## src/rtl/wordcell_ctrl_pkg.sv

```systemverilog
`default_nettype none
// ============================================================================
// Module   : wordcell_ctrl_pkg
// Purpose  : Shared types and helpers for the Wordcell array controller:
//            the sequencer state encoding, the array operation codes and a
//            constant-foldable ceil(log2) used to size internal counters.
// Ports    : none (package)
// Revision : 1.0 - initial release
// ============================================================================
package wordcell_ctrl_pkg;

  typedef enum logic [2:0] {
    IDLE     = 3'd0,
    W_SETUP  = 3'd1,
    W_STROBE = 3'd2,
    W_HOLD   = 3'd3,
    R_SEL    = 3'd4,
    R_DONE   = 3'd5,
    ERR      = 3'd6
  } state_t;

  localparam logic OP_READ  = 1'b0;
  localparam logic OP_WRITE = 1'b1;

  // ceil(log2(value)); returns 0 for value <= 1.
  function automatic int clog2(input int value);
    int result;
    result = 0;
    while ((1 << result) < value) begin
      result = result + 1;
    end
    return result;
  endfunction

endpackage : wordcell_ctrl_pkg
`default_nettype wire

```

## src/rtl/wordcell_rr_arbiter.sv

```systemverilog
`default_nettype none
// ============================================================================
// Module   : wordcell_rr_arbiter
// Purpose  : Two-way round-robin arbiter. On a tie the requester that did not
//            win last time is granted. Purely combinational.
// Ports    : req_valid  [1:0] in  - per-requester valid
//            last_grant       in  - index of the most recent winner
//            enable           in  - grant only while the controller is idle
//            grant      [1:0] out - one-hot or zero grant
// Revision : 1.0 - initial release
// ============================================================================
module wordcell_rr_arbiter (
  input  logic [1:0] req_valid,
  input  logic       last_grant,
  input  logic       enable,
  output logic [1:0] grant
);

  always_comb begin
    grant = 2'b00;
    if (enable) begin
      case (req_valid)
        2'b01:   grant = 2'b01;
        2'b10:   grant = 2'b10;
        2'b11:   grant = last_grant ? 2'b01 : 2'b10;
        default: grant = 2'b00;
      endcase
    end
  end

endmodule : wordcell_rr_arbiter
`default_nettype wire

```

## src/rtl/wordcell_array_ctrl.sv

```systemverilog
`default_nettype none
// ============================================================================
// Module   : wordcell_array_ctrl
// Purpose  : Sequencing controller for an array of 8-bit NAND-latch
//            Wordcells shared by two requesters. Writes are framed by a setup
//            and a hold cycle around a WR_PULSE-cycle latch strobe; reads hold
//            the word select for RD_WAIT cycles and then capture out_bus.
//            Every array-facing signal comes straight from a flop so the latch
//            enables can never glitch.
// Ports    : clk, rst_n               - clock, async active-low reset
//            req_valid/req_ready [1:0] - request handshake per requester
//            req_we, req_addr, req_wdata - per-requester request fields
//            rsp_valid, rsp_id, rsp_err, rsp_rdata - completion response
//            sel_x, op, in_bus        - array controls / write data
//            out_bus                  - array read data
// Revision : 1.0 - initial release
// ============================================================================
module wordcell_array_ctrl
  import wordcell_ctrl_pkg::*;
#(
  parameter int NUM_WORDS = 4,
  parameter int ADDR_W    = 4,
  parameter int DATA_W    = 8,
  parameter int WR_PULSE  = 2,
  parameter int RD_WAIT   = 1
) (
  input  logic                  clk,
  input  logic                  rst_n,
  input  logic [1:0]            req_valid,
  output logic [1:0]            req_ready,
  input  logic [1:0]            req_we,
  input  logic [2*ADDR_W-1:0]   req_addr,
  input  logic [2*DATA_W-1:0]   req_wdata,
  output logic                  rsp_valid,
  output logic                  rsp_id,
  output logic                  rsp_err,
  output logic [DATA_W-1:0]     rsp_rdata,
  output logic [NUM_WORDS-1:0]  sel_x,
  output logic                  op,
  output logic [DATA_W-1:0]     in_bus,
  input  logic [DATA_W-1:0]     out_bus
);

  // The counter only ever holds (pulse length - 1), so clog2 of the longer
  // phase is enough; keep at least one bit.
  localparam int CNT_MAX = (WR_PULSE > RD_WAIT) ? WR_PULSE : RD_WAIT;
  localparam int CNT_W   = (clog2(CNT_MAX) < 1) ? 1 : clog2(CNT_MAX);
  localparam logic [CNT_W-1:0] WR_LOAD = CNT_W'(WR_PULSE - 1);
  localparam logic [CNT_W-1:0] RD_LOAD = CNT_W'(RD_WAIT - 1);
  // One extra bit so the full request address is compared, never truncated.
  localparam logic [ADDR_W:0]  WORDS_LIMIT = (ADDR_W + 1)'(NUM_WORDS);

  state_t                state;
  logic [CNT_W-1:0]      cnt;
  logic                  last_grant;
  logic [NUM_WORDS-1:0]  lat_sel;
  logic                  lat_id;

  logic [1:0]            grant;
  logic                  handshake;
  logic                  gid;
  logic                  g_we;
  logic [ADDR_W-1:0]     g_addr;
  logic [DATA_W-1:0]     g_wdata;
  logic                  g_in_range;
  logic [NUM_WORDS-1:0]  g_sel;

  wordcell_rr_arbiter u_arbiter (
    .req_valid  (req_valid),
    .last_grant (last_grant),
    .enable     (state == IDLE),
    .grant      (grant)
  );

  assign req_ready = grant;
  assign handshake = |(req_valid & grant);
  assign gid       = grant[1];

  // Fields of the granted requester.
  assign g_we       = gid ? req_we[1] : req_we[0];
  assign g_addr     = gid ? req_addr[2*ADDR_W-1:ADDR_W] : req_addr[ADDR_W-1:0];
  assign g_wdata    = gid ? req_wdata[2*DATA_W-1:DATA_W] : req_wdata[DATA_W-1:0];
  assign g_in_range = ({1'b0, g_addr} < WORDS_LIMIT);
  // Only consumed when the address is in range, so the shift never drops the bit.
  assign g_sel      = NUM_WORDS'(1) << g_addr;

  always_ff @(posedge clk or negedge rst_n) begin
    if (!rst_n) begin
      state      <= IDLE;
      cnt        <= '0;
      last_grant <= 1'b1;
      lat_sel    <= '0;
      lat_id     <= 1'b0;
      sel_x      <= '0;
      op         <= OP_READ;
      in_bus     <= '0;
      rsp_valid  <= 1'b0;
      rsp_id     <= 1'b0;
      rsp_err    <= 1'b0;
      rsp_rdata  <= '0;
    end else begin
      case (state)
        IDLE: begin
          // in_bus deliberately keeps its last value here.
          sel_x     <= '0;
          op        <= OP_READ;
          rsp_valid <= 1'b0;
          if (handshake) begin
            last_grant <= gid;
            lat_id     <= gid;
            lat_sel    <= g_sel;
            if (!g_in_range) begin
              state     <= ERR;
              rsp_valid <= 1'b1;
              rsp_id    <= gid;
              rsp_err   <= 1'b1;
              rsp_rdata <= '0;
            end else if (g_we) begin
              state  <= W_SETUP;
              in_bus <= g_wdata;
            end else begin
              state <= R_SEL;
              sel_x <= g_sel;
              cnt   <= RD_LOAD;
            end
          end
        end

        // Data has been stable on in_bus for a full cycle before the enable rises.
        W_SETUP: begin
          sel_x <= lat_sel;
          op    <= OP_WRITE;
          cnt   <= WR_LOAD;
          state <= W_STROBE;
        end

        W_STROBE: begin
          if (cnt == '0) begin
            sel_x     <= '0;
            op        <= OP_READ;
            state     <= W_HOLD;
            rsp_valid <= 1'b1;
            rsp_id    <= lat_id;
            rsp_err   <= 1'b0;
            rsp_rdata <= '0;
          end else begin
            cnt <= cnt - 1'b1;
          end
        end

        R_SEL: begin
          if (cnt == '0) begin
            rsp_rdata <= out_bus;
            sel_x     <= '0;
            state     <= R_DONE;
            rsp_valid <= 1'b1;
            rsp_id    <= lat_id;
            rsp_err   <= 1'b0;
          end else begin
            cnt <= cnt - 1'b1;
          end
        end

        // Response cycles: the pulse ends, response fields hold.
        W_HOLD, R_DONE, ERR: begin
          rsp_valid <= 1'b0;
          state     <= IDLE;
        end

        default: begin
          state     <= IDLE;
          sel_x     <= '0;
          op        <= OP_READ;
          rsp_valid <= 1'b0;
        end
      endcase
    end
  end

endmodule : wordcell_array_ctrl
`default_nettype wire

```

## config.mk

```make
export PLATFORM = sky130hd
export DESIGN_NAME = wordcell_array_ctrl
export DESIGN_NICKNAME = d
export VERILOG_FILES = /design/src/rtl/wordcell_ctrl_pkg.sv /design/src/rtl/wordcell_rr_arbiter.sv /design/src/rtl/wordcell_array_ctrl.sv
export SDC_FILE = /design/constraint.sdc
export NUM_CORES = 1
export LEC_CHECK = 0
export CORE_MARGIN = 2
export CORE_UTILIZATION = 25
export DETAILED_ROUTE_END_ITERATION = 10
export PLACE_DENSITY = 0.48
export SYNTH_ARGS = -nofsm -noshare
export SYNTH_HDL_FRONTEND = slang
export SYNTH_SLANG_ARGS = --single-unit
```

## constraint.sdc

```tcl
create_clock -name clk -period 2.2 [get_ports clk]
set_input_delay 0.33 -clock clk [delete_from_list [all_inputs] [get_ports clk]]
set_output_delay 0.33 -clock clk [all_outputs]
set_load 0.01 [all_outputs]
```

# == Yosys cells after proc, flatten, opt, wreduce, memory -nomap -nowiden ==
# Cells that the tools add are included.
# totals
reg_bits,34
in_bits,38
output_inout_bits,26
wordCells,92
# op_classes
addsub,1
magnitude_cmp,1
n_eq_ne,16
shifts,1
mux,40
bitwise,4
reduce_logical,17
# ops
operator,count
$mux 8,5
$pmux 8 s3,1
$mux 4,5
$pmux 4 s4,1
$mux 3,5
$mux 1,14
$ne 2x2->1 const B,7
$pmux 3 s4,1
$reduce_and 4->1,3
$eq 3x3->1 const B,3
$pmux 1 s3,3
$reduce_and 2->1,4
$eq 3x2->1 const B,2
$pmux 2 s3,1
$reduce_bool 3->1,2
$reduce_and 5->1,1
$eq 2x2->1 const B,2
$lt 4x3->1 const B,1
$mux 2,2
$pmux 1 s2,2
$reduce_or 2->1,2
$reduce_or 4->1,1
$shl 1x4->4 const A,1
$eq 3x1->1 const B,1
other kinds (8),10

# == Longest topological paths before layout ==
# depth
depth_word,9
depth_mapped,7
mapped_depth_nobuf,5

# == Hierarchy ==
# A second synthesis with hierarchy kept.
# unflattened
cells_unflattened,182
area_unflattened_um2,1890.6
# modules_own_cells
mod,instances,cells_each,area_each_um2,seq_area_each_um2
wordcell_array_ctrl,1,177,1869.3,852.1
wordcell_rr_arbiter,1,5,21.3,0.0

# == Least setup slack after synthesis ==
# Ideal clock, no wire load.
# synth_timing
kind,register to register
startpoint,register state[1]
endpoint,register rsp_rdata[0]
setup_time_ns,0.125
arrival_ns,1.628
required_time_ns,2.075
path_slack_ns,0.448
path_stages_with_launch,6
path_buffers,2
period_less_slack_ns,1.752
path_cell_list,dfrtp_1 -> buf_6 -> or3_1 -> buf_6 -> o221ai_4 -> mux2_2
# synth_between
elab_chain_len,6
elab_cells_between_ends,15
cone_classes,order compare: 1; eq/ne: 6; mux: 3; bitwise: 1; reduce/logical: 4
# synth_lines
item,line,text
start: declaration,wordcell_array_ctrl.sv:53,state_t state;
start signal: assignment,wordcell_array_ctrl.sv:89,state <= IDLE;
start signal: assignment,wordcell_array_ctrl.sv:113,state <= ERR;
start signal: assignment,wordcell_array_ctrl.sv:119,state <= W_SETUP;
$logic_not 3->1,"wordcell_array_ctrl.sv:71, wordcell_array_ctrl.sv:102",
$mux 2,wordcell_rr_arbiter.sv:21,if (enable) begin
$mux 4 / $and 2x2->2 (equally long branches),"wordcell_array_ctrl.sv:81, wordcell_array_ctrl.sv:76",
$lt 4x3->1 / $reduce_or 2->1 (equally long branches),"wordcell_array_ctrl.sv:83, wordcell_array_ctrl.sv:76",
$ne 2x2->1 (no line),-,
$reduce_and 5->1 (no line),-,
end signal: assignment,wordcell_array_ctrl.sv:153,rsp_rdata <= out_bus;
end: declaration,wordcell_array_ctrl.sv:37,"output logic [DATA_W-1:0] rsp_rdata,"
# Parallel ways exist; a longest one is shown, timed or not.
# A chain may end at the register's enable or synchronous reset.

# == Worst setup path after layout ==
# layout_timing
startpoint,input req_valid[0]
endpoint,register sel_x[3]
# layout_between
elab_chain_len,9
elab_cells_between_ends,15
cone_classes,order compare: 1; eq/ne: 3; shift: 1; mux: 8; bitwise: 1; reduce/logical: 1
# layout_lines
item,line,text
start: declaration,wordcell_array_ctrl.sv:29,"input logic [1:0] req_valid,"
branches (longest 7 deep; another with $lt 4x3->1),-,
$mux 4 (*),wordcell_array_ctrl.sv:108,if (handshake) begin
$pmux 4 s4 (*),wordcell_array_ctrl.sv:102,case (state)
end signal: assignment,wordcell_array_ctrl.sv:123,sel_x <= g_sel;
end signal: assignment,wordcell_array_ctrl.sv:131,sel_x <= lat_sel;
end: declaration,wordcell_array_ctrl.sv:38,"output logic [NUM_WORDS-1:0] sel_x,"
# Every way passes the cells marked *.

==> out/results.txt <==
Status -> finished, final reports clean
Initial core utilization -> 25.6%
Clk_skew -> 0.00877 ns
Sw Pwr -> 1.22 mW
Pwr dens -> 1150 nW/µm²
CTS H-Tree Depth -> 2
Drt first pass iters -> 4
Yosys Warn Count -> 0
Internal -> 2.08 mW
Yosys top cell area share -> 44.7%
Cell with the most instances after synthesis -> dfrtp_1
Worst VDD drop -> 0.381 mV
Hold Vio Cnt, Final -> 0
Startpoint Class -> primary input
Top post-synthesis cells by area -> dfrtp_1, mux2_2, and3_1, o21ai_0, a221oi_1
Iter 0 DRT Violations -> 76
Core Footprint -> 7210 µm²
CTS root buf -> clkbuf_8
Worst skew pair latency -> 0.28 ns
CTS Buf Count -> 5
Final GP Congestion -> 0.807
Sequential area share after synthesis -> 46.1%
Logic pwr share -> 53.5%
Hpwl dp -> 3660 µm
Residual DRC -> 0
Synthesized area -> 1850 µm²
First-pass GRT wire length -> 7940 µm
Syn nets -> 203
Die area -> 8090 µm²
Slew Limit Headroom -> 46.5%
RSZ-0062 raised after global routing -> false
Min-delay worst type -> in -> async
Clock share of power -> 14.8%
Minimum period implied by the final worst setup slack -> 1.94 ns
Kind of critical path -> in -> reg
Dpl cell area -> 2740 µm²
FFs w/ async S/R, synth -> 100%
Clock-pin slew on the worst setup and hold paths -> 0.08 ns
Mapped Avg Cell Area -> 11.2 µm²
Die Height -> 90.0 µm
Top FF cell, synth -> dfrtp_1
Clk sinks -> 34
Post-synthesis cell count -> 165
Worst-path maximum fanout -> 5
Path depth of the worst reg2reg path -> 6
Die Wd -> 90.0 µm
Flop and latch count out of synthesis -> 34
Area Overhead vs Synth -> 54.5%
Worst EP arrival -> 2.09 ns
Routed WL per cell -> 14.1 µm
GRT Total Usage -> 12.2%
Number of global-route vias before repair -> 1558
Vias/cell -> 4.70
WP data required -> 2.35 ns
Dominant cell type by area after synthesis -> dfrtp_1
Diode count -> 0
Total grt overflow -> 0
EDFF count, synth -> 0
Actual slew at the worst max-slew pin -> 0.803 ns
Reg2reg setup slack -> 0.28 ns
# IOs -> 64
Critical R2R Capture -> in_bus[5]
Flop pwr share -> 31.8%
Util after Layout -> 39.5%
Unique masters post-synth -> 44
I/O Buffers -> 63
Rows -> 31
Pins Over Slew Limit -> 0
Crit. End Element -> register
Sw Ratio -> 36.9%
Largest net degree at the start of global routing -> 35
CTS tree -> yes
Commonest cells in the synthesized netlist -> dfrtp_1, mux2_2, o21ai_0, and3_1, nand2_1
Leakage -> 1.24 nW
Max-Cap Viols -> 0
Worst reg2reg path startpoint -> state[0]
Initial antenna violation count -> 0
Max Clk Rate -> 516 MHz
CTS Buffer Depth -> 2
Final nets -> 290
Design area -> 2850 µm²
Final wirelength -> 4970 µm
Tot Pwr -> 3.29 mW
Routed vias -> 1654
Final worst-path cycle share -> 88.2%
Layout cells sized above 1 -> 28.1%
Final setup violation count -> 0
DRT antenna net count -> 0
[layout by cell type, fill, tap and decap left out, drive strengths merged, types with 2 or more instances in the layout]
cell           instances
mux2                  24
a22oi                  4
and3                   9
dfrtp                 33
mux2i                  2
buf                   26
nor3                   6
a21bo                  2
nand2                 10
a31oi                  3
a211oi                 2
nand4                  3
a21oi                  5
nor3b                  2
a21o                   2
o211ai                 3
a221oi                 4
inv                    7
a22o                   2
clkdlybuf4s50         60
a221o                  2
clkbuf                 6
o21ai                 11
nor2                   7
[registers in the layout (all words and copies together), names as in the netlist]
register,count
last_grant,1
rsp_err,1
op,1
rsp_rdata,8
sel_x,4
lat_id,1
in_bus,8
lat_sel,4
state,3
cnt,1
rsp_valid,1
rsp_id,1
[worst max-delay path by stage]
stage | start | end | slack, ns
3_5_place_dp | req_valid[0] | rsp_rdata[4] | -0.005
5_1_grt | req_valid[0] | lat_sel[1] | 0.19
2_1_floorplan | state[1] | rsp_rdata[0] | 0.45
4_1_cts | req_valid[1] | req_ready[1] | 0.03
3_3_place_gp | req_valid[1] | req_ready[1] | 0.01
6_report | req_valid[0] | sel_x[3] | 0.26
[worst max-delay path, stage by stage]
cell and delay (ns):
clkdlybuf4s50_1 0.49, buf_4 0.18, a21bo_1 0.24, buf_4 0.18, o2111a_1 0.23, o21ai_0 0.30
o21ai_0 0.14
[layout make-up]
type | instances | area, µm²
Clock inverter | 2 | 12.5
Inverter | 7 | 26.3
Fill cell | 745 | 4360
Timing Repair Buffer | 88 | 827
Multi-Input combinational cell | 116 | 927
Tap cell | 99 | 124
Clock buffer | 6 | 82.6
Sequential cell | 34 | 853
[logic make-up (layout without fill, tap and decap cells)]
| group | Yosys count | after routing | share of synthesized area (%) |
|---|---|---|---|
| buffers and inverters | 15 | 103 | 4.34 |
| multiplexers | 26 | 26 | 15.7 |
| AND/OR/NAND/NOR | 42 | 42 | 12.5 |
| AO/OA/AOI/OAI | 47 | 47 | 20.8 |
| XOR/XNOR | 1 | 1 | 0.474 |
| flip-flops | 34 | 34 | 46.1 |
[routing by layer]
metal / track usage [%] / vias to the layer above / wire, µm
met1: 17.1 / 796 / 2300
li1: - / 797 / -
met5: 0 / - / 0
met4: 4.74 / 0 / 55
met3: 3.35 / 4 / 331
met2: 18.1 / 57 / 2290
[metrics by stage]
stage	hold WS [ns]	instances	worst slack [ns]	TNS [ns]
after global placement	0.460	343	0.0139	0
after global routing	0.177	352	0.188	0
after CTS	0.145	352	0.0306	0
after floorplan	0.0344	165	0.448	0
final	0.131	352	0.260	0
after detailed placement	0.463	343	-0.00466	-0.00723
[what timing repair did]
action / 4_1_cts / 5_1_grt
setup endpoints to repair: 2 / 1
resized for setup: 3 / 2
pin swaps: 1 / 0
buffers inserted: 1 / 0
hold endpoints to repair: 0 / 0
hold buffers: 0 / 0
[power by group through the flow]
stage / clock, mW / combinational [mW] / sequential, mW
floorplan: 0 / 0.926 / 1.08
global placement: 0 / 1.75 / 1.05
detailed placement: 0 / 1.75 / 1.05
CTS: 0.514 / 1.78 / 1.04
global route: 0.534 / 1.91 / 1.08
finish: 0.487 / 1.76 / 1.05
Power figures use the tool's default switching activity.
